## src/rtl/fc_sequencer_if.sv

```systemverilog
// Bus between the FC-layer sequencer and its flatten/weight/bias RAMs, MAC, score buffer and host.
// The sequencer takes the master side; the environment takes the slave side.
interface fc_sequencer_if #(
   parameter int BITWIDTH = 8,
   parameter int FLAT_AW  = 8,
   parameter int W_AW     = 10,
   parameter int B_AW     = 8,
   parameter int OUT_AW   = 4
);
   logic                start;
   logic                busy;
   logic                done;
   logic                flat_re;
   logic [FLAT_AW-1:0]  flat_addr;
   logic                w_re;
   logic [W_AW-1:0]     w_addr;
   logic                b_re;
   logic [B_AW-1:0]     b_addr;
   logic                mac_ena_add;
   logic [BITWIDTH-1:0] mac_result;
   logic                out_we;
   logic [OUT_AW-1:0]   out_addr;
   logic [BITWIDTH-1:0] out_data;
   logic [OUT_AW-1:0]   class_idx;
   logic                class_valid;

   modport master (
      input  start, mac_result,
      output busy, done, flat_re, flat_addr, w_re, w_addr, b_re, b_addr,
             mac_ena_add, out_we, out_addr, out_data, class_idx, class_valid
   );

   modport slave (
      output start, mac_result,
      input  busy, done, flat_re, flat_addr, w_re, w_addr, b_re, b_addr,
             mac_ena_add, out_we, out_addr, out_data, class_idx, class_valid
   );
endinterface

```

## src/rtl/fc_sequencer.sv

```systemverilog
// Fully-connected layer sequencer: streams inputs/weights/bias into a MAC per neuron and stores scores.
// Define FC_SEQ_ARGMAX_EN to add the running argmax over stored scores (class_idx/class_valid).
module fc_sequencer #(
   parameter int IN_LEN    = 84,
   parameter int OUT_LEN   = 10,
   parameter int BITWIDTH  = 8,
   parameter int MAC_LAT   = 3,
   parameter int BIAS_BASE = 204,
   parameter int FLAT_AW   = 8,
   parameter int W_AW      = 10,
   parameter int B_AW      = 8,
   parameter int OUT_AW    = 4
) (
   input  logic          clk,
   input  logic          rstn,
   fc_sequencer_if.master bus
);
   typedef enum logic [2:0] {IDLE, ACCUM, DRAIN, STORE, FIN} state_e;

   localparam int DCW = $clog2(MAC_LAT + 1) + 1;

   state_e              state_q, state_d;
   logic [FLAT_AW-1:0]  i_q, i_d;
   logic [OUT_AW-1:0]   n_q, n_d;
   logic [W_AW-1:0]     w_q, w_d;
   logic [B_AW-1:0]     b_q, b_d;
   logic [DCW-1:0]      dcnt_q, dcnt_d;
   logic                ena_q, ena_d;
   logic                last_in, last_n;
   logic [BITWIDTH-1:0] score;

   assign last_in = (i_q == FLAT_AW'(IN_LEN - 1));
   assign last_n  = (n_q == OUT_AW'(OUT_LEN - 1));
   assign score   = bus.mac_result;

   // Input index and weight/bias addresses are held outside ACCUM so the RAM ports stay stable.
   always_comb begin
      state_d = state_q;
      i_d     = i_q;
      n_d     = n_q;
      w_d     = w_q;
      b_d     = b_q;
      dcnt_d  = dcnt_q;
      ena_d   = !(state_q == ACCUM && i_q == '0);
      case (state_q)
         IDLE: begin
            if (bus.start) begin
               i_d     = '0;
               n_d     = '0;
               w_d     = '0;
               b_d     = B_AW'(BIAS_BASE);
               state_d = ACCUM;
            end
         end
         ACCUM: begin
            if (last_in) begin
               dcnt_d  = '0;
               state_d = DRAIN;
            end else begin
               i_d = i_q + 1'b1;
               w_d = w_q + 1'b1;
            end
         end
         DRAIN: begin
            if (dcnt_q == DCW'(MAC_LAT)) state_d = STORE;
            else                         dcnt_d  = dcnt_q + 1'b1;
         end
         STORE: begin
            if (last_n) begin
               state_d = FIN;
            end else begin
               n_d     = n_q + 1'b1;
               i_d     = '0;
               w_d     = w_q + 1'b1;
               b_d     = b_q + 1'b1;
               state_d = ACCUM;
            end
         end
         FIN:     state_d = IDLE;
         default: state_d = IDLE;
      endcase
   end

   always_ff @(posedge clk or negedge rstn) begin
      if (!rstn) begin
         state_q <= IDLE;
         i_q     <= '0;
         n_q     <= '0;
         w_q     <= '0;
         b_q     <= '0;
         dcnt_q  <= '0;
         ena_q   <= 1'b0;
      end else begin
         state_q <= state_d;
         i_q     <= i_d;
         n_q     <= n_d;
         w_q     <= w_d;
         b_q     <= b_d;
         dcnt_q  <= dcnt_d;
         ena_q   <= ena_d;
      end
   end

   assign bus.busy        = (state_q != IDLE);
   assign bus.done        = (state_q == FIN);
   assign bus.flat_re     = (state_q == ACCUM);
   assign bus.w_re        = (state_q == ACCUM);
   assign bus.b_re        = (state_q == ACCUM);
   assign bus.flat_addr   = i_q;
   assign bus.w_addr      = w_q;
   assign bus.b_addr      = b_q;
   assign bus.mac_ena_add = ena_q;
   assign bus.out_we      = (state_q == STORE);
   assign bus.out_addr    = n_q;
   assign bus.out_data    = (state_q == STORE) ? score : '0;

`ifdef FC_SEQ_ARGMAX_EN
   logic [BITWIDTH-1:0] max_q, max_d;
   logic [OUT_AW-1:0]   best_q, best_d, cls_q, cls_d;
   logic                cvld_q, cvld_d, take;

   // The final winner is resolved combinationally in the last STORE so it is visible during FIN.
   always_comb begin
      max_d  = max_q;
      best_d = best_q;
      cls_d  = cls_q;
      cvld_d = cvld_q;
      take   = (n_q == '0) || (score > max_q);
      if (state_q == IDLE && bus.start) cvld_d = 1'b0;
      if (state_q == STORE) begin
         if (take) begin
            max_d  = score;
            best_d = n_q;
         end
         if (last_n) begin
            cls_d  = take ? n_q : best_q;
            cvld_d = 1'b1;
         end
      end
   end

   always_ff @(posedge clk or negedge rstn) begin
      if (!rstn) begin
         max_q  <= '0;
         best_q <= '0;
         cls_q  <= '0;
         cvld_q <= 1'b0;
      end else begin
         max_q  <= max_d;
         best_q <= best_d;
         cls_q  <= cls_d;
         cvld_q <= cvld_d;
      end
   end

   assign bus.class_idx   = cls_q;
   assign bus.class_valid = cvld_q;
`else
   assign bus.class_idx   = '0;
   assign bus.class_valid = 1'b0;
`endif
endmodule
```

## src/flat_wrapper.sv

```systemverilog
// flat-port wrapper written by rule: the top's interface ports become plain ports
module fc_sequencer_flat 
#(
   parameter int IN_LEN    = 84,
   parameter int OUT_LEN   = 10,
   parameter int BITWIDTH  = 8,
   parameter int MAC_LAT   = 3,
   parameter int BIAS_BASE = 204,
   parameter int FLAT_AW   = 8,
   parameter int W_AW      = 10,
   parameter int B_AW      = 8,
   parameter int OUT_AW    = 4
)
  (clk, rstn, bus_start, bus_mac_result, bus_busy, bus_done, bus_flat_re, bus_flat_addr, bus_w_re, bus_w_addr, bus_b_re, bus_b_addr, bus_mac_ena_add, bus_out_we, bus_out_addr, bus_out_data, bus_class_idx, bus_class_valid);
  fc_sequencer_if #(.BITWIDTH(BITWIDTH), .FLAT_AW(FLAT_AW), .W_AW(W_AW), .B_AW(B_AW), .OUT_AW(OUT_AW)) bus_i ();
  input  logic clk;
  input  logic rstn;
  input wire logic [$bits(bus_i.start)-1:0] bus_start;
  input wire logic [$bits(bus_i.mac_result)-1:0] bus_mac_result;
  output wire logic [$bits(bus_i.busy)-1:0] bus_busy;
  output wire logic [$bits(bus_i.done)-1:0] bus_done;
  output wire logic [$bits(bus_i.flat_re)-1:0] bus_flat_re;
  output wire logic [$bits(bus_i.flat_addr)-1:0] bus_flat_addr;
  output wire logic [$bits(bus_i.w_re)-1:0] bus_w_re;
  output wire logic [$bits(bus_i.w_addr)-1:0] bus_w_addr;
  output wire logic [$bits(bus_i.b_re)-1:0] bus_b_re;
  output wire logic [$bits(bus_i.b_addr)-1:0] bus_b_addr;
  output wire logic [$bits(bus_i.mac_ena_add)-1:0] bus_mac_ena_add;
  output wire logic [$bits(bus_i.out_we)-1:0] bus_out_we;
  output wire logic [$bits(bus_i.out_addr)-1:0] bus_out_addr;
  output wire logic [$bits(bus_i.out_data)-1:0] bus_out_data;
  output wire logic [$bits(bus_i.class_idx)-1:0] bus_class_idx;
  output wire logic [$bits(bus_i.class_valid)-1:0] bus_class_valid;
  assign bus_i.start = bus_start;
  assign bus_i.mac_result = bus_mac_result;
  assign bus_busy = bus_i.busy;
  assign bus_done = bus_i.done;
  assign bus_flat_re = bus_i.flat_re;
  assign bus_flat_addr = bus_i.flat_addr;
  assign bus_w_re = bus_i.w_re;
  assign bus_w_addr = bus_i.w_addr;
  assign bus_b_re = bus_i.b_re;
  assign bus_b_addr = bus_i.b_addr;
  assign bus_mac_ena_add = bus_i.mac_ena_add;
  assign bus_out_we = bus_i.out_we;
  assign bus_out_addr = bus_i.out_addr;
  assign bus_out_data = bus_i.out_data;
  assign bus_class_idx = bus_i.class_idx;
  assign bus_class_valid = bus_i.class_valid;
  fc_sequencer #(.IN_LEN(IN_LEN), .OUT_LEN(OUT_LEN), .BITWIDTH(BITWIDTH), .MAC_LAT(MAC_LAT), .BIAS_BASE(BIAS_BASE), .FLAT_AW(FLAT_AW), .W_AW(W_AW), .B_AW(B_AW), .OUT_AW(OUT_AW)) u_core (.clk(clk), .rstn(rstn), .bus(bus_i));
endmodule
```

## config.mk

```make
export PLATFORM = sky130hd
export DESIGN_NAME = fc_sequencer_flat
export DESIGN_NICKNAME = d
export VERILOG_FILES = /design/src/rtl/fc_sequencer_if.sv /design/src/rtl/fc_sequencer.sv /design/src/flat_wrapper.sv
export SDC_FILE = /design/constraint.sdc
export NUM_CORES = 1
export LEC_CHECK = 0
export CAP_MARGIN = 30
export CORE_MARGIN = 5
export CORE_UTILIZATION = 47
export DETAILED_ROUTE_END_ITERATION = 12
export GPL_TIMING_DRIVEN = 0
export MAX_ROUTING_LAYER = met4
export PLACE_DENSITY = 0.85
export SLEW_MARGIN = 25
export SYNTH_ARGS = -nofsm -noshare
export SYNTH_HDL_FRONTEND = slang
export SYNTH_SLANG_ARGS = --single-unit
```

## constraint.sdc

```tcl
create_clock -name clk -period 2.5 [get_ports clk]
set_input_delay 0.75 -clock clk [delete_from_list [all_inputs] [get_ports clk]]
set_output_delay 0.75 -clock clk [all_outputs]
set_load 0.02 [all_outputs]
```

== Yosys cells after proc, flatten, opt, wreduce, memory -nomap -nowiden ==
Cells that the tools add are included.

* Shift operators: 0
* Multipliers: 0
* Magnitude comparators: 0
* Divide/modulo/power cells: 0
* Mux-type cells: 23
* Bitwise operators: 0
* Add/sub/neg operators: 5
* Equal/unequal tests: 13
* Reductions and logical operators: 12

{| class="wikitable"
|+ Operator list
! kind !! count
|-
| $mux 8 || 6
|-
| $mux 10 || 3
|-
| $pmux 10 s3 || 1
|-
| $pmux 8 s3 || 1
|-
| $mux 3 || 6
|-
| $add 8x1->8 const B || 2
|-
| $pmux 8 s2 || 1
|-
| $pmux 3 s4 || 1
|-
| $add 10x1->10 const B || 1
|-
| $eq 3x2->1 const B || 3
|-
| $reduce_and 3->1 || 3
|-
| $eq 8x7->1 const B || 1
|-
| $logic_not 8->1 || 1
|-
| $mux 4 || 2
|-
| $ne 2x2->1 const B || 4
|-
| $pmux 4 s2 || 1
|-
| $pmux 3 s2 || 1
|-
| $reduce_bool 3->1 || 2
|-
| $add 4x1->4 const B || 1
|-
| $eq 4x4->1 const B || 1
|-
| $ne 2x1->1 const B || 2
|-
| $reduce_and 4->1 || 1
|-
| $reduce_bool 2->1 || 2
|-
| $add 3x1->3 const B || 1
|-
| other kinds (5) || 5
|}

* Memory bits (read-only): 0
* Memories kept: 0
* Register bits after elaboration: 37
* Bits in latches: 0
* Logic and storage cells: 60
* Input port bits: 11
* Output and inout port bits: 50
* Memory bits (writable): 0

== Depth between registers and ports, before layout ==
Gate-level depths: netlist (run 1).

* Word-level depth: 3
* Depth in mapped cells: 9
* Mapped depth without buffers: 6

== Least setup slack after synthesis (run 1) ==
Ideal clock, no wire load.

* Kind: register -> output
* Start: register u_core.state_q[2]
* End: output bus_out_data[0]
* Data required time: 1750 ps
* Arrival time: 1485 ps
* Path slack: 265 ps
* Path buffers: 1
* Stages on the path, launching flop included: 5
* Cells stage by stage: dfrtp_1 > nand3b_1 > inv_1 > clkbuf_1 > and2_1

* Word-level cells in the longest chain between the ends: 2

{| class="wikitable"
|+ RTL lines
! element !! RTL line !! RTL
|-
| start: declaration || fc_sequencer.sv:22 || <nowiki>state_e state_q, state_d;</nowiki>
|-
| start signal: assignment || fc_sequencer.sv:94 || <nowiki>state_q <= state_d;</nowiki>
|-
| $eq 3x2->1 || -- ||
|-
| named net bus_out_we || flat_wrapper.sv:29 || <nowiki>output wire logic [$bits(bus_i.out_we)-1:0] bus_out_we;</nowiki>
|-
| $mux 8 || fc_sequencer.sv:115 || <nowiki>assign bus.out_data = (state_q == STORE) ? score : '0;</nowiki>
|-
| end: declaration || flat_wrapper.sv:31 || <nowiki>output wire logic [$bits(bus_i.out_data)-1:0] bus_out_data;</nowiki>
|}

The timed path passes the listed nets, and every way through them passes these cells.

== Worst setup path in the final report (run 1) ==
* Start: register u_core.state_q[0]
* End: output bus_busy

* Word-level cells in the longest chain between the ends: 1

{| class="wikitable"
|+ RTL lines
! element !! RTL line !! RTL
|-
| $reduce_bool 3->1 || fc_sequencer.sv:104 || <nowiki>assign bus.busy = (state_q != IDLE);</nowiki>
|-
| end: declaration || flat_wrapper.sv:20 || <nowiki>output wire logic [$bits(bus_i.busy)-1:0] bus_busy;</nowiki>
|}

Every way passes these cells.

==> summary.md, run 1 <==
| Metric | Value |
|---|---|
| Status | `finished, final reports clean` |
| DRC viols | `0` |
| Gr usage total | `roughly 17%` |
| DR iter-0 viols | `between 100 and 150` |
| Final-stage net count | `just over 300` |
| Vias in the first global route | `roughly 1900` |
| Kind of critical path | `register to output pin` |
| Compound-Gate Fraction of Synth Area | `roughly an eighth` |
| Input/output buffers | `between 50 and 60` |
| Worst hold path class | `primary input to asynchronous set/reset pin` |
| Core area | `~4400 µm²` |
| Area Growth Syn to Fin | `33.5%` |
| Maxcap violations | `0` |
| Worst setup SP type | `register` |
| Worst Clk Skew | `between 0.006 and 0.007 ns` |
| Rel. slew slack | `43.0%` |
| Total CTS buffers | `5` |
| Mean area per synthesized cell | `about 9.5 µm²` |
| Most common cell after layout, fill and taps aside | `clkdlybuf4s50_1` |
| Cells after synthesis | `220` |
| Clk_lat worst skew | `slightly below 0.3 ns` |
| Critical Path Fanout Max | `10` |
| First drt pass iteration count | `4` |
| Antenna Nets Post-Route | `0` |
| Hold_buf cts | `0` |
| Vias/cell | `~5.4` |
| Leak Pwr | `around 1.3 nW` |
| RSZ-0062 raised after global routing | `true` |
| CTS tree | `done` |
| Seq/Total Area, Yosys | `between 40% and 50%` |
| Crit. End Element | `output pin` |
| Post-layout min period | `approximately 2.5 ns` |
| # IOs | `61` |
| Fin. max-slew vios | `0` |
| Internal | `1.50 mW` |
| Synthesis warning total | `0` |
| Critical path required time | `around 1.8 ns` |
| Most frequent cells in the layout | `clkdlybuf4s50_1, dfrtp_1, nor2_1, nand2_1, o21ai_0` |
| ANT cells | `0` |
| WL per Instance | `13.9 µm` |
| Placed Cells | `roughly 330` |
| Fin. Hold Viols | `0` |
| First-pass GRT wire length | `8.29 mm` |
| Post-route insts no fill | `342` |
| Layout cells sized above 1 | `between 10% and 20%` |
| CP arrival | `1.73 ns` |
| # setup viols final | `0` |
| Post-synth cell types | `42` |
| Combinational power share | `a little under half` |
| Clock power frac | `approximately 16%` |
| Xor and xnor area share after synthesis | `under 10%` |
| Cell Pwr Density | `approximately 890 nW/µm²` |
| Root Driver | `clkbuf_8` |
| Worst-path clk slew | `0.07 ns` |
| Routed Wire Length | `4.77 mm` |
| #FFs+latches synth | `37` |
| Max Freq | `403 MHz` |
| FP Rows | `24` |
| Largest net degree at the start of global routing | `28` |
| Dpl hpwl | `~3.5 mm` |
| Pwr Total | `~2.5 mW` |
| Clk sinks | `37` |
| Largest family of logic cells by synthesized area | `simple AND/OR/NAND/NOR gates` |
| Sequential share of power | `38.7%` |
| Grt ovf | `0` |
| Antenna violations before repair | `0` |
| RD Place Congestion | `approximately 0.84` |
| Adder-cell share of the synthesized area | `approximately 4.8%` |
| Die Span X | `76.8 µm` |
| Die height | `roughly 77 µm` |
| Period utilisation layout | `99.2%` |
| Max IR drop VDD | `~0.60 mV` |
| Slew @ Worst Pin | `around 0.84 ns` |
| Sw frac | `about two fifths` |
| DIE AREA | `5900 µm²` |
| Clk buf depth | `2` |
| Net Switching | `0.997 mW` |
| H-tree Lvls | `2` |
| Starting density of the core | `between 40 and 50%` |
| Post-Synth Simple-Gate Area | `approximately a quarter` |
| DR vias | `around 1800` |
| Synthesized area | `about 2100 µm²` |
| Multiplexer share of the synthesized area | `between 1 and 1.5%` |
cells by family (layout without fill, tap and decap cells):
family,after synthesis,count (layout)
AO/OA/AOI/OAI,40,40
XOR/XNOR,12,12
adder cells (fa/ha/maj),8,8
buffers and inverters,25,91
flip-flops,37,37
multiplexers,3,3
other,1,5
AND/OR/NAND/NOR,94,94
what timing repair did:
item | CTS | global route
gates resized for setup | 21 | 12
cloned | 0 | 0
endpoints found under the setup margin | 13 | 7
pin swaps | 0 | 0
setup buffers | 3 | 0
state kept, by name (all words and copies together), names as in the netlist:
signal                  count
u_core.bus.out_addr         4
u_core.dcnt_q               3
u_core.bus.flat_addr        8
u_core.state_q              3
u_core.bus.b_addr           8
u_core.bus.w_addr          10
u_core.bus.mac_ena_add      1
through the flow:
step	area [µm²]	setup TNS [ns]	hold WS, ns	util (%)	setup WS [ns]
global route	2800	-0.0834	0.338	64.3	-0.0834
CTS	2820	0	0.332	64.8	0.0159
floorplan	2110	0	0.454	-	0.265
global placement	2730	-8.75	0.511	62.6	-0.306
detailed placement	2740	-2.84	0.534	63.0	-0.330
finish	2800	0	0.328	64.3	0.0193
power groups by stage:
stage | clock network, mW | registers [mW] | logic, mW
after floorplan | 0 | 1.12 | 0.520
after global placement | 0 | 0.970 | 1.12
after detailed placement | 0 | 0.975 | 1.15
after CTS | 0.408 | 0.965 | 1.15
after global routing | 0.437 | 1.00 | 1.24
final | 0.398 | 0.968 | 1.13
synth_stat cells:
cell / n / area (µm²)
ha_1: 8 / 100
dfrtp_1: 37 / 926
a21o_1: 2 / 15.0
and4_1: 1 / 8.76
nor2_1: 19 / 71.3
mux2_2: 1 / 11.3
buf_4: 8 / 60.1
buf_6: 3 / 33.8
and3_1: 2 / 12.5
nand2_1: 19 / 71.3
o221ai_1: 1 / 8.76
o2bb2ai_1: 1 / 8.76
and4b_1: 1 / 10.0
o31a_1: 1 / 8.76
nor3b_1: 2 / 15.0
clkbuf_1: 3 / 11.3
nand4_1: 5 / 31.3
nand3b_1: 2 / 15.0
a211oi_1: 1 / 7.51
or3b_1: 1 / 8.76
o22a_1: 7 / 61.3
a31oi_1: 3 / 18.8
and2_1: 9 / 56.3
or2_1: 1 / 6.26
nand2b_1: 1 / 6.26
nor4_1: 4 / 25.0
nor2b_1: 2 / 12.5
inv_1: 9 / 33.8
conb_1: 1 / 3.75
a21oi_1: 4 / 20.0
nor3_1: 10 / 50.1
buf_8: 1 / 15.0
a22o_1: 7 / 61.3
nand3_1: 11 / 55.1
o21ai_0: 13 / 65.1
nor4b_1: 1 / 8.76
xnor2_1: 5 / 43.8
mux2i_1: 2 / 20.0
xor2_1: 7 / 61.3
inv_6: 1 / 8.76
and3_4: 1 / 11.3
and3b_1: 2 / 17.5
layer usage:
| metal | share of wire, % | GRT usage (%) |
|---|---|---|
| met3 | 5.1 | 3.86 |
| met1 | 43 | 21.0 |
| met5 | 0 | - |
| met2 | 49 | 27.8 |
| met4 | 2.1 | 7.34 |
path summary, 6_finish.rpt:
| kind | startpoint | endpoint | slack (ns) | depth (start not counted) |
|---|---|---|---|---|
| min in group clk | u_core.state_q[2] | u_core.state_q[1] | 0.52 | 1 |
| worst min-delay path | rstn | u_core.bus.b_addr[3] | 0.33 | 1 |
| worst min register to register | u_core.state_q[2] | u_core.state_q[1] | 0.52 | 1 |
| max in group asynchronous | rstn | u_core.state_q[2] | 1.74 | 2 |
| worst max-delay path | u_core.state_q[0] | bus_busy | 0.02 | 4 |
| worst max register to register | u_core.dcnt_q[0] | u_core.dcnt_q[0] | 0.48 | 5 |
critical path: stages (launching register included):
cell             delay, ns
dfrtp_1               0.36
buf_4                 0.16
nor3_1                0.30
inv_1                 0.07
clkdlybuf4s50_1       0.56
area by class of cell:
class	instances	area, µm²
multi-input cells	162	1020
fillers	355	1560
well taps	52	65.1
inverters	10	42.5
repair buffers	59	542
flip-flops and latches	37	927
clock buffers	6	72.6
clock inverters	2	10.0
plain buffers	14	116
(Power assumes the default switching activity.)
==> run 2, diff against run 1 <==
PLACE_DENSITY = 0.79   (was 0.85)
SKIP_LAST_GASP = 1   (was default)
==> summary.md, run 2 (same netlist as run 1, synthesis figures left out) <==
| Metric | Value |
|---|---|
| M3 GR Usage | `3.40% (-0.47 points)` |
| DR iter-0 viols | `167 (+28%)` |
| Clk_lat worst skew | `0.29 ns (about the same)` |
| Starting density of the core | `48.2% (unchanged)` |
| # setup viols final | `0 (unchanged)` |
| Worst-path clk slew | `0.07 ns (about the same)` |
| Setup TNS Final | `0 ns (unchanged)` |
| Routed Wire Length | `4.95 mm (+3.9%)` |
| Gr usage total | `18.0% (+0.67 points)` |
| RSZ-0062 raised after global routing | `true` |
| Final Worst Setup Slack | `0.0555 ns (+0.0363 ns)` |
| Crit. End Element | `output pin` |
| DRC viols | `0 (unchanged)` |
| Status | `finished, final reports clean` |
| Final-stage net count | `307 (-0.32%)` |
| Vias/cell | `5.38 (about the same)` |
| H-tree Lvls | `2 (unchanged)` |
| Post-layout min period | `2.44 ns (-0.0363 ns)` |
| # IOs | `61 (unchanged)` |
| Leak Pwr | `1.30 nW (+0.77%)` |
| Worst hold path class | `primary input to asynchronous set/reset pin` |
| ANT cells | `0 (unchanged)` |
| Root Driver | `clkbuf_8` |
| Fillers | `369 (+3.9%)` |
| Cell Pwr Density | `899 nW/µm² (+0.61%)` |
| First-pass GRT wire length | `8.58 mm (+3.6%)` |
| RD Place Congestion | `0.845 (+0.85%)` |
| Area Growth Syn to Fin | `34.7%` |
| DIE AREA | `5900 µm² (unchanged)` |
| Pre-CTS setup slack | `-0.336 ns (-0.00592 ns)` |
| Die height | `76.8 µm (unchanged)` |
| Total CTS buffers | `5 (unchanged)` |
| Fin. Hold Viols | `0 (unchanged)` |
| Antenna Nets Post-Route | `0 (unchanged)` |
| Met2 usage | `28.7% (+0.85 points)` |
| Critical path required time | `1.75 ns (about the same)` |
| Largest net degree at the start of global routing | `23 (-18%)` |
| Kind of critical path | `register to output pin` |
| Layout cells sized above 1 | `10.8% (-2.0 points)` |
| Vias in the first global route | `1772 (-4.2%)` |
| Max Freq | `409 MHz (+1.5%)` |
| Antenna violations before repair | `0 (unchanged)` |
| Worst Clk Skew | `0.00572 ns (-0.000647 ns)` |
| Dpl hpwl | `3.68 mm (+4.0%)` |
| Most common cell after layout, fill and taps aside | `clkdlybuf4s50_1` |
| Worst setup SP type | `register` |
| Busiest grt layer | `met2` |
| Cell Area, Placed | `2750 µm² (+0.27%)` |
| First drt pass iteration count | `4 (unchanged)` |
| Input/output buffers | `55 (unchanged)` |
| Core area | `4350 µm² (unchanged)` |
| Maxcap violations | `0 (unchanged)` |
| Die Span X | `76.8 µm (unchanged)` |
| CTS tree | `done` |
| FP Rows | `24 (unchanged)` |
| Critical Path Fanout Max | `10 (unchanged)` |
| Fin area | `2830 µm² (+0.94%)` |
| Most frequent cells in the layout | `clkdlybuf4s50_1, dfrtp_1, nor2_1, nand2_1, o21ai_0` |
| Hold slack | `0.379 ns (+0.0511 ns)` |
| Period utilisation layout | `97.8% (-1.5 points)` |
| WL per Instance | `14.6 µm (+4.5%)` |
| Largest register FFs | `10 (unchanged)` |
| Fin. max-slew vios | `0 (unchanged)` |
| Max IR drop VDD | `0.642 mV (+7.2%)` |
| Clk buf depth | `2 (unchanged)` |
| Grt ovf | `0 (unchanged)` |
| DR vias | `1830 (-0.60%)` |
| Rel. slew slack | `63.3% (+20 points)` |
| CP arrival | `1.69 ns (-0.04 ns)` |
| Clk sinks | `37 (unchanged)` |
| GR Util met1 | `22.6% (+1.6 points)` |
| Slew @ Worst Pin | `0.551 ns (-0.293 ns)` |
[run 2: path summary, 6_finish.rpt]
kind,start,slack (ns),depth (start not counted),end
worst min register to register,u_core.state_q[2],0.55,1,u_core.state_q[1]
max in group asynchronous,rstn,1.68,2,u_core.bus.out_addr[2]
min in group clk,u_core.state_q[2],0.55,1,u_core.state_q[1]
worst max-delay path,u_core.state_q[0],0.06,3,bus_done
worst min-delay path,rstn,0.38,1,u_core.bus.w_addr[9]
worst max register to register,u_core.bus.flat_addr[0],0.50,7,u_core.bus.flat_addr[3]
[run 2: worst max-delay path, stage by stage (launching register included)]
cell             delay, ns
dfrtp_1               0.36
buf_4                 0.17
nor3_1                0.24
clkdlybuf4s50_1       0.65
[run 2: metrics by stage]
stage / std cells / utilization (%) / power, mW
6_report: 340 / 64.9 / 2.54
5_1_grt: 340 / 64.9 / 2.72
4_1_cts: 339 / 64.7 / 2.55
3_5_place_dp: 332 / 63.2 / 2.14
3_3_place_gp: 331 / 62.6 / 2.10
2_1_floorplan: 224 / - / 1.64
[run 2: final cells by class]
type	count	area [µm²]	share of cell area, %
repair buffers	58	559	19.8
plain buffers	14	116	4.12
inverters	10	42.5	1.51
flip-flops and latches	37	927	32.8
clock buffers	7	86.3	3.06
multi-input cells	162	1030	36.4
well taps	52	65.1	2.30
[run 2: where the power goes]
part | leakage [nW] | switching (mW) | total [mW] | internal, mW
registers | 0.458 | 0.219 | 0.971 | 0.752
logic | 0.796 | 0.586 | 1.15 | 0.560
clock network | 0.0443 | 0.203 | 0.421 | 0.219
total | 1.30 | 1.01 | 2.54 | 1.53
[run 2: repair_timing]
action,4_1_cts,5_1_grt
cloned,0,0
setup endpoints to repair,12,7
buffers inserted,1,0
gates resized for setup,20,3
hold buffers,0,0
[run 2: routing by layer]
layer,vias to the layer above,share of wire (%)
li1,902,-
met1,874,43
met2,42,51
met3,12,4.0
met4,0,2.3
met5,-,0
==> run 3, diff against run 2 <==
SLEW_MARGIN = default   (was 25)
==> summary.md, run 3 (same netlist as run 1, synthesis figures left out) <==
| Metric | Value |
|---|---|
| DRC viols | `0 (unchanged)` |
| Post-route insts no fill | `339 (-0.29%)` |
| Largest net degree at the start of global routing | `38 (+65%)` |
| Kind of critical path | `register to output pin` |
| Register Area | `927 µm² (unchanged)` |
| Routed Wire Length | `4.92 mm (-0.63%)` |
| CP arrival | `1.70 ns (about the same)` |
| DIE AREA | `5900 µm² (unchanged)` |
| Fin area | `2800 µm² (-1.0%)` |
| Vias/cell | `5.38 (about the same)` |
| Die height | `76.8 µm (unchanged)` |
| # setup viols final | `0 (unchanged)` |
| Max IR drop VDD | `0.616 mV (-4.1%)` |
| Final-stage net count | `306 (-0.33%)` |
| Max Freq | `409 MHz (-0.11%)` |
| Period utilisation layout | `97.9% (+0.11 points)` |
| Post-layout min period | `2.45 ns (+0.00267 ns)` |
| # IOs | `61 (unchanged)` |
| Fillers | `369 (unchanged)` |
| Critical path's largest stage delay | `0.60 ns (-0.05 ns)` |
| Root Driver | `clkbuf_8` |
| Core area | `4350 µm² (unchanged)` |
| Final core occ | `64.2% (-0.66 points)` |
| Input/output buffers | `55 (unchanged)` |
| Clk_lat worst skew | `0.29 ns (about the same)` |
| Internal | `1.53 mW (-0.28%)` |
| Fin. Hold Viols | `0 (unchanged)` |
| Critical path required time | `1.75 ns (about the same)` |
| Top Family by Delay on Critical Path | `buffers and inverters` |
| Fin. max-slew vios | `0 (unchanged)` |
| Sw frac | `39.7% (about the same)` |
| Most frequent cells in the layout | `clkdlybuf4s50_1, dfrtp_1, nor2_1, nand2_1, o21ai_0` |
| Dpl hpwl | `3.58 mm (-2.8%)` |
| Slew @ Worst Pin | `0.913 ns (+0.363 ns)` |
| Hold slack | `0.545 ns (+0.166 ns)` |
| Hold_buf cts | `0 (unchanged)` |
| Total CTS buffers | `5 (unchanged)` |
| RSZ-0062 raised after global routing | `true` |
| Pwr Total | `2.53 mW (-0.22%)` |
| Pre-CTS setup slack | `-0.351 ns (-0.0156 ns)` |
| Net Switching | `1.01 mW (-0.12%)` |
| Worst Clk Skew | `0.00299 ns (-0.00273 ns)` |
| Sequential share of power | `38.5% (+0.2 points)` |
| Worst setup SP type | `register` |
| Worst hold path class | `primary input to asynchronous set/reset pin` |
| Gr usage total | `17.9% (-0.11 points)` |
| Leak Pwr | `1.28 nW (-1.5%)` |
| RD Place Congestion | `0.845 (unchanged)` |
| Cell Pwr Density | `906 nW/µm² (+0.81%)` |
| Grt ovf | `0 (unchanged)` |
| First drt pass iteration count | `4 (unchanged)` |
| Antenna Nets Post-Route | `0 (unchanged)` |
| Cell Area, Placed | `2720 µm² (-1.0%)` |
| Starting density of the core | `48.2% (unchanged)` |
| Status | `finished, final reports clean` |
| Combinational power share | `44.9% (-0.2 points)` |
| Crit-path slowest cell | `clkdlybuf4s50_1` |
| Area Growth Syn to Fin | `33.4%` |
| Maxcap violations | `0 (unchanged)` |
| H-tree Lvls | `2 (unchanged)` |
| First-pass GRT wire length | `8.51 mm (-0.89%)` |
| Multi-input gate area | `1030 µm² (unchanged)` |
| Layout cells sized above 1 | `11.5% (+0.73 points)` |
| Setup TNS Final | `0 ns (unchanged)` |
| Largest register FFs | `10 (unchanged)` |
| Vias in the first global route | `1771 (-0.056%)` |
| Clock power frac | `16.6% (about the same)` |
| Placed Cells | `331 (-0.30%)` |
| CP cell instances | `nand3b_1, inv_2, clkdlybuf4s50_1` |
| Die Span X | `76.8 µm (unchanged)` |
| DR iter-0 viols | `139 (-17%)` |
| Buf/Inv on CP | `2 (unchanged)` |
| Clk sinks | `37 (unchanged)` |
| DR vias | `1824 (-0.33%)` |
| FP Rows | `24 (unchanged)` |
| Final Worst Setup Slack | `0.0529 ns (-0.00267 ns)` |
| Worst-path clk slew | `0.07 ns (about the same)` |
| CTS tree | `done` |
| Most common cell after layout, fill and taps aside | `clkdlybuf4s50_1` |
| Rel. slew slack | `38.2% (-25 points)` |
| Crit. End Element | `output pin` |
| Clk buf depth | `2 (unchanged)` |
| ANT cells | `0 (unchanged)` |
| Antenna violations before repair | `0 (unchanged)` |
| Critical Path Fanout Max | `8 (-2)` |
| WL per Instance | `14.5 µm (-0.33%)` |
## run 3: changes by cell type in the layout (fill, tap and decap cells not counted), sizes merged
cell	before	now
clkbuf	11	13
clkdlybuf4s15	0	3
dlygate4sd2	9	2
dlymetal6s2s	0	1
## run 3: worst reg2reg max path, delay by kind of cell, from the launching register on
kind,cells,cell delay [ns]
DFF,1,0.40
and+or+nand+nor,1,0.76
adders and majority gates,2,0.44
AOI/OAI and AO/OA,2,0.36
## run 3: worst paths after layout
kind / cells past startpoint / slack [ns] / end / startpoint
setup / recovery: 3 / 0.05 / bus_out_we / u_core.state_q[2]
hold / removal: 1 / 0.55 / u_core.bus.w_addr[9] / rstn
setup reg to reg: 5 / 0.43 / u_core.dcnt_q[0] / u_core.dcnt_q[0]
hold reg to reg: 1 / 0.55 / u_core.bus.flat_addr[5] / u_core.bus.flat_addr[5]
max in group asynchronous: 1 / 1.39 / u_core.state_q[2] / rstn
min in group clk: 1 / 0.55 / u_core.bus.flat_addr[5] / u_core.bus.flat_addr[5]
## run 3: what timing repair did
item	4_1_cts	5_1_grt
endpoints found under the setup margin	12	10
pin swaps	0	0
gates resized for setup	19	13
hold endpoints to repair	0	0
buffers inserted	2	0
## run 3: final cells by class
cell class	count	area share [%]
Buffer	14	4.16
Clock buffer	7	3.09
Inverter	10	1.52
Multi-Input combinational cell	162	36.8
Sequential cell	37	33.2
Tap cell	52	2.33
Timing Repair Buffer	57	19.0
## run 3: layer usage
| layer | up-vias | global-route usage (%) | share of wire, % |
|---|---|---|---|
| met4 | 0 | 6.12 | 1.5 |
| met3 | 7 | 3.40 | 3.9 |
| met1 | 877 | 22.3 | 43 |
| met2 | 39 | 29.2 | 51 |
| met5 | - | - | 0 |
| li1 | 901 | - | - |
## run 3: power groups by stage
| stage | Combinational, mW | Clock (mW) | Sequential (mW) |
|---|---|---|---|
| finish | 1.14 | 0.422 | 0.974 |
| global route | 1.25 | 0.455 | 1.01 |
| CTS | 1.15 | 0.433 | 0.968 |
| detailed placement | 1.15 | 0 | 0.980 |
| global placement | 1.13 | 0 | 0.971 |
| floorplan | 0.520 | 0 | 1.12 |
==> RTL edit, RTL diff (flow settings as in run 1) <==
The option `FC_SEQ_ARGMAX_EN` is turned on by a define.
--- a/src/rtl/fc_sequencer.sv
+++ b/src/rtl/fc_sequencer.sv
@@ -2,2 +2,4 @@
 // Define FC_SEQ_ARGMAX_EN to add the running argmax over stored scores (class_idx/class_valid).
+`define FC_SEQ_ARGMAX_EN
+
 module fc_sequencer #(
Behaviour: same outputs for any inputs over 10 cycles, from zero or initial values and one cycle with rstn low; that may be too few to reach the edited logic, so the function may still have changed.
==> RTL edit against run 1 <==
  * Sequential share of layout area is 2.3 points higher
  * Area after synthesis is 39% higher
  * Register-to-register slack worse by 0.22 ns
  * Core utilization is 0.37 points lower
  * Via count is 31% higher
  * Total power is 44% lower
  * Clock power is 16% higher
  * Sequential cell count is 17 higher
  * Global-route usage is 1.6 points higher
  * Setup slack better by 0.040 ns
  * Routed wire length is 43% higher
  * First-iteration DRC count is 22% lower
  * Final area is 37% higher
  * Critical endpoint is now bus_flat_re
  * Largest cell class unchanged
  * Largest power group is now sequential cells
==> RTL edit: results (changes against run 1) <==
[metrics] total via count after detailed routing: 2415 (was 1841)
[metrics] sequential share of the synthesized area: 0.464 (was 0.442)
[metrics] # fillers: 472 (was 355)
[metrics] data arrival at the endpoint of the critical path: 1.69 ns (was 1.73 ns)
[metrics] clock latency of the later-clocked register in the worst-skew pair: 0.31 ns (was 0.29 ns)
[metrics] number of cells after detailed placement: 431 (was 332)
[metrics] source of the worst register-to-register timing path: u_core.bus.out_addr[1] (was u_core.dcnt_q[0])
[metrics] fraction of synthesized cell area in xor and xnor cells: 0.0601 (was 0.0501)
[metrics] gate family responsible for the most delay along the worst path: flip-flops (was buffers and inverters)
[metrics] status: finished, final reports clean (unchanged)
[metrics] routed wl met2: 3310 um (was 2360 um)
[metrics] largest incremental delay on the critical path: 0.48 ns (was 0.56 ns)
[metrics] fraction of final layout cells sized beyond drive strength 1: 0.140 (was 0.128)
[metrics] leakage component of the power: 1.68 nW (was 1.29 nW)
[metrics] dpl ws: -0.632 ns (was -0.330 ns)
[metrics] met2 demand-to-capacity share in global routing: 0.298 (was 0.278)
[metrics] 1st-iter DRT viols: 102 (was 130)
[metrics] adder-cell share of the synthesized area: 0.0730 (was 0.0477)
[metrics] hold slack final: 0.469 ns (was 0.328 ns)
[metrics] upper clock frequency limit: 0.410 GHz (was 0.403 GHz)
[metrics] post-synthesis average cell area: 9.84 um^2 (was 9.53 um^2)
[metrics] Post-Place Cell Area: 3600 um^2 (was 2740 um^2)
[metrics] multiplexer area fraction after synthesis: 0.0382 (was 0.0149)
[metrics] HPWL Detailed: 4720 um (was 3540 um)
[metrics] worst setup slack for register-to-register paths: 0.26 ns (was 0.48 ns)
[metrics] global-route track usage on met1: 0.247 (was 0.210)
[metrics] commonest cells in the netlist: 54 x sky130_fd_sc_hd__dfrtp_1, 35 x sky130_fd_sc_hd__nand2_1, 27 x sky130_fd_sc_hd__nor2_1 (was 37 x sky130_fd_sc_hd__dfrtp_1, 19 x sky130_fd_sc_hd__nand2_1, 19 x sky130_fd_sc_hd__nor2_1)
[metrics] crit path capture: bus_flat_re (was bus_busy)
==> RTL edit: cell count changes after synthesis, moves of 4 or more <==
cell | run 1 | this run
sky130_fd_sc_hd__o21ai_0 | 13 | 8
sky130_fd_sc_hd__mux2_1 | 0 | 9
sky130_fd_sc_hd__ha_1 | 8 | 17
sky130_fd_sc_hd__nor2_1 | 19 | 27
sky130_fd_sc_hd__buf_4 | 8 | 3
sky130_fd_sc_hd__nand2_1 | 19 | 35
sky130_fd_sc_hd__o22a_1 | 7 | 0
sky130_fd_sc_hd__inv_1 | 9 | 21
sky130_fd_sc_hd__nor4_2 | 0 | 5
sky130_fd_sc_hd__xnor2_1 | 5 | 14
sky130_fd_sc_hd__a22o_1 | 7 | 1
sky130_fd_sc_hd__nor4_1 | 4 | 0
sky130_fd_sc_hd__dfrtp_1 | 37 | 54
==> RTL edit: what timing repair did <==
item,4_1_cts,5_1_grt
pin swaps,8,4
hold buffers,0,0
cloned,1,0
setup buffers,8,1
endpoints found under the hold margin,0,0
gates resized for setup,46,15
endpoints found under the setup margin,26,24
==> RTL edit: power breakdown <==
| group | switching [mW] | internal [mW] |
|---|---|---|
| clock network | 0.268 | 0.194 |
| registers | 0.000000000289 | 0.873 |
| logic | 0.0408 | 0.0264 |
| total | 0.309 | 1.09 |
==> RTL edit: area by class of cell <==
| type | instances | area (um^2) | share of cell area |
|---|---|---|---|
| buffer | 8 | 53.8 | 0.0141 |
| clock buffer | 7 | 76.3 | 0.0199 |
| inverter | 22 | 82.6 | 0.0216 |
| multi-input combinational | 211 | 1500 | 0.392 |
| sequential | 54 | 1360 | 0.354 |
| tap | 75 | 93.8 | 0.0245 |
| timing repair buffer | 70 | 667 | 0.174 |
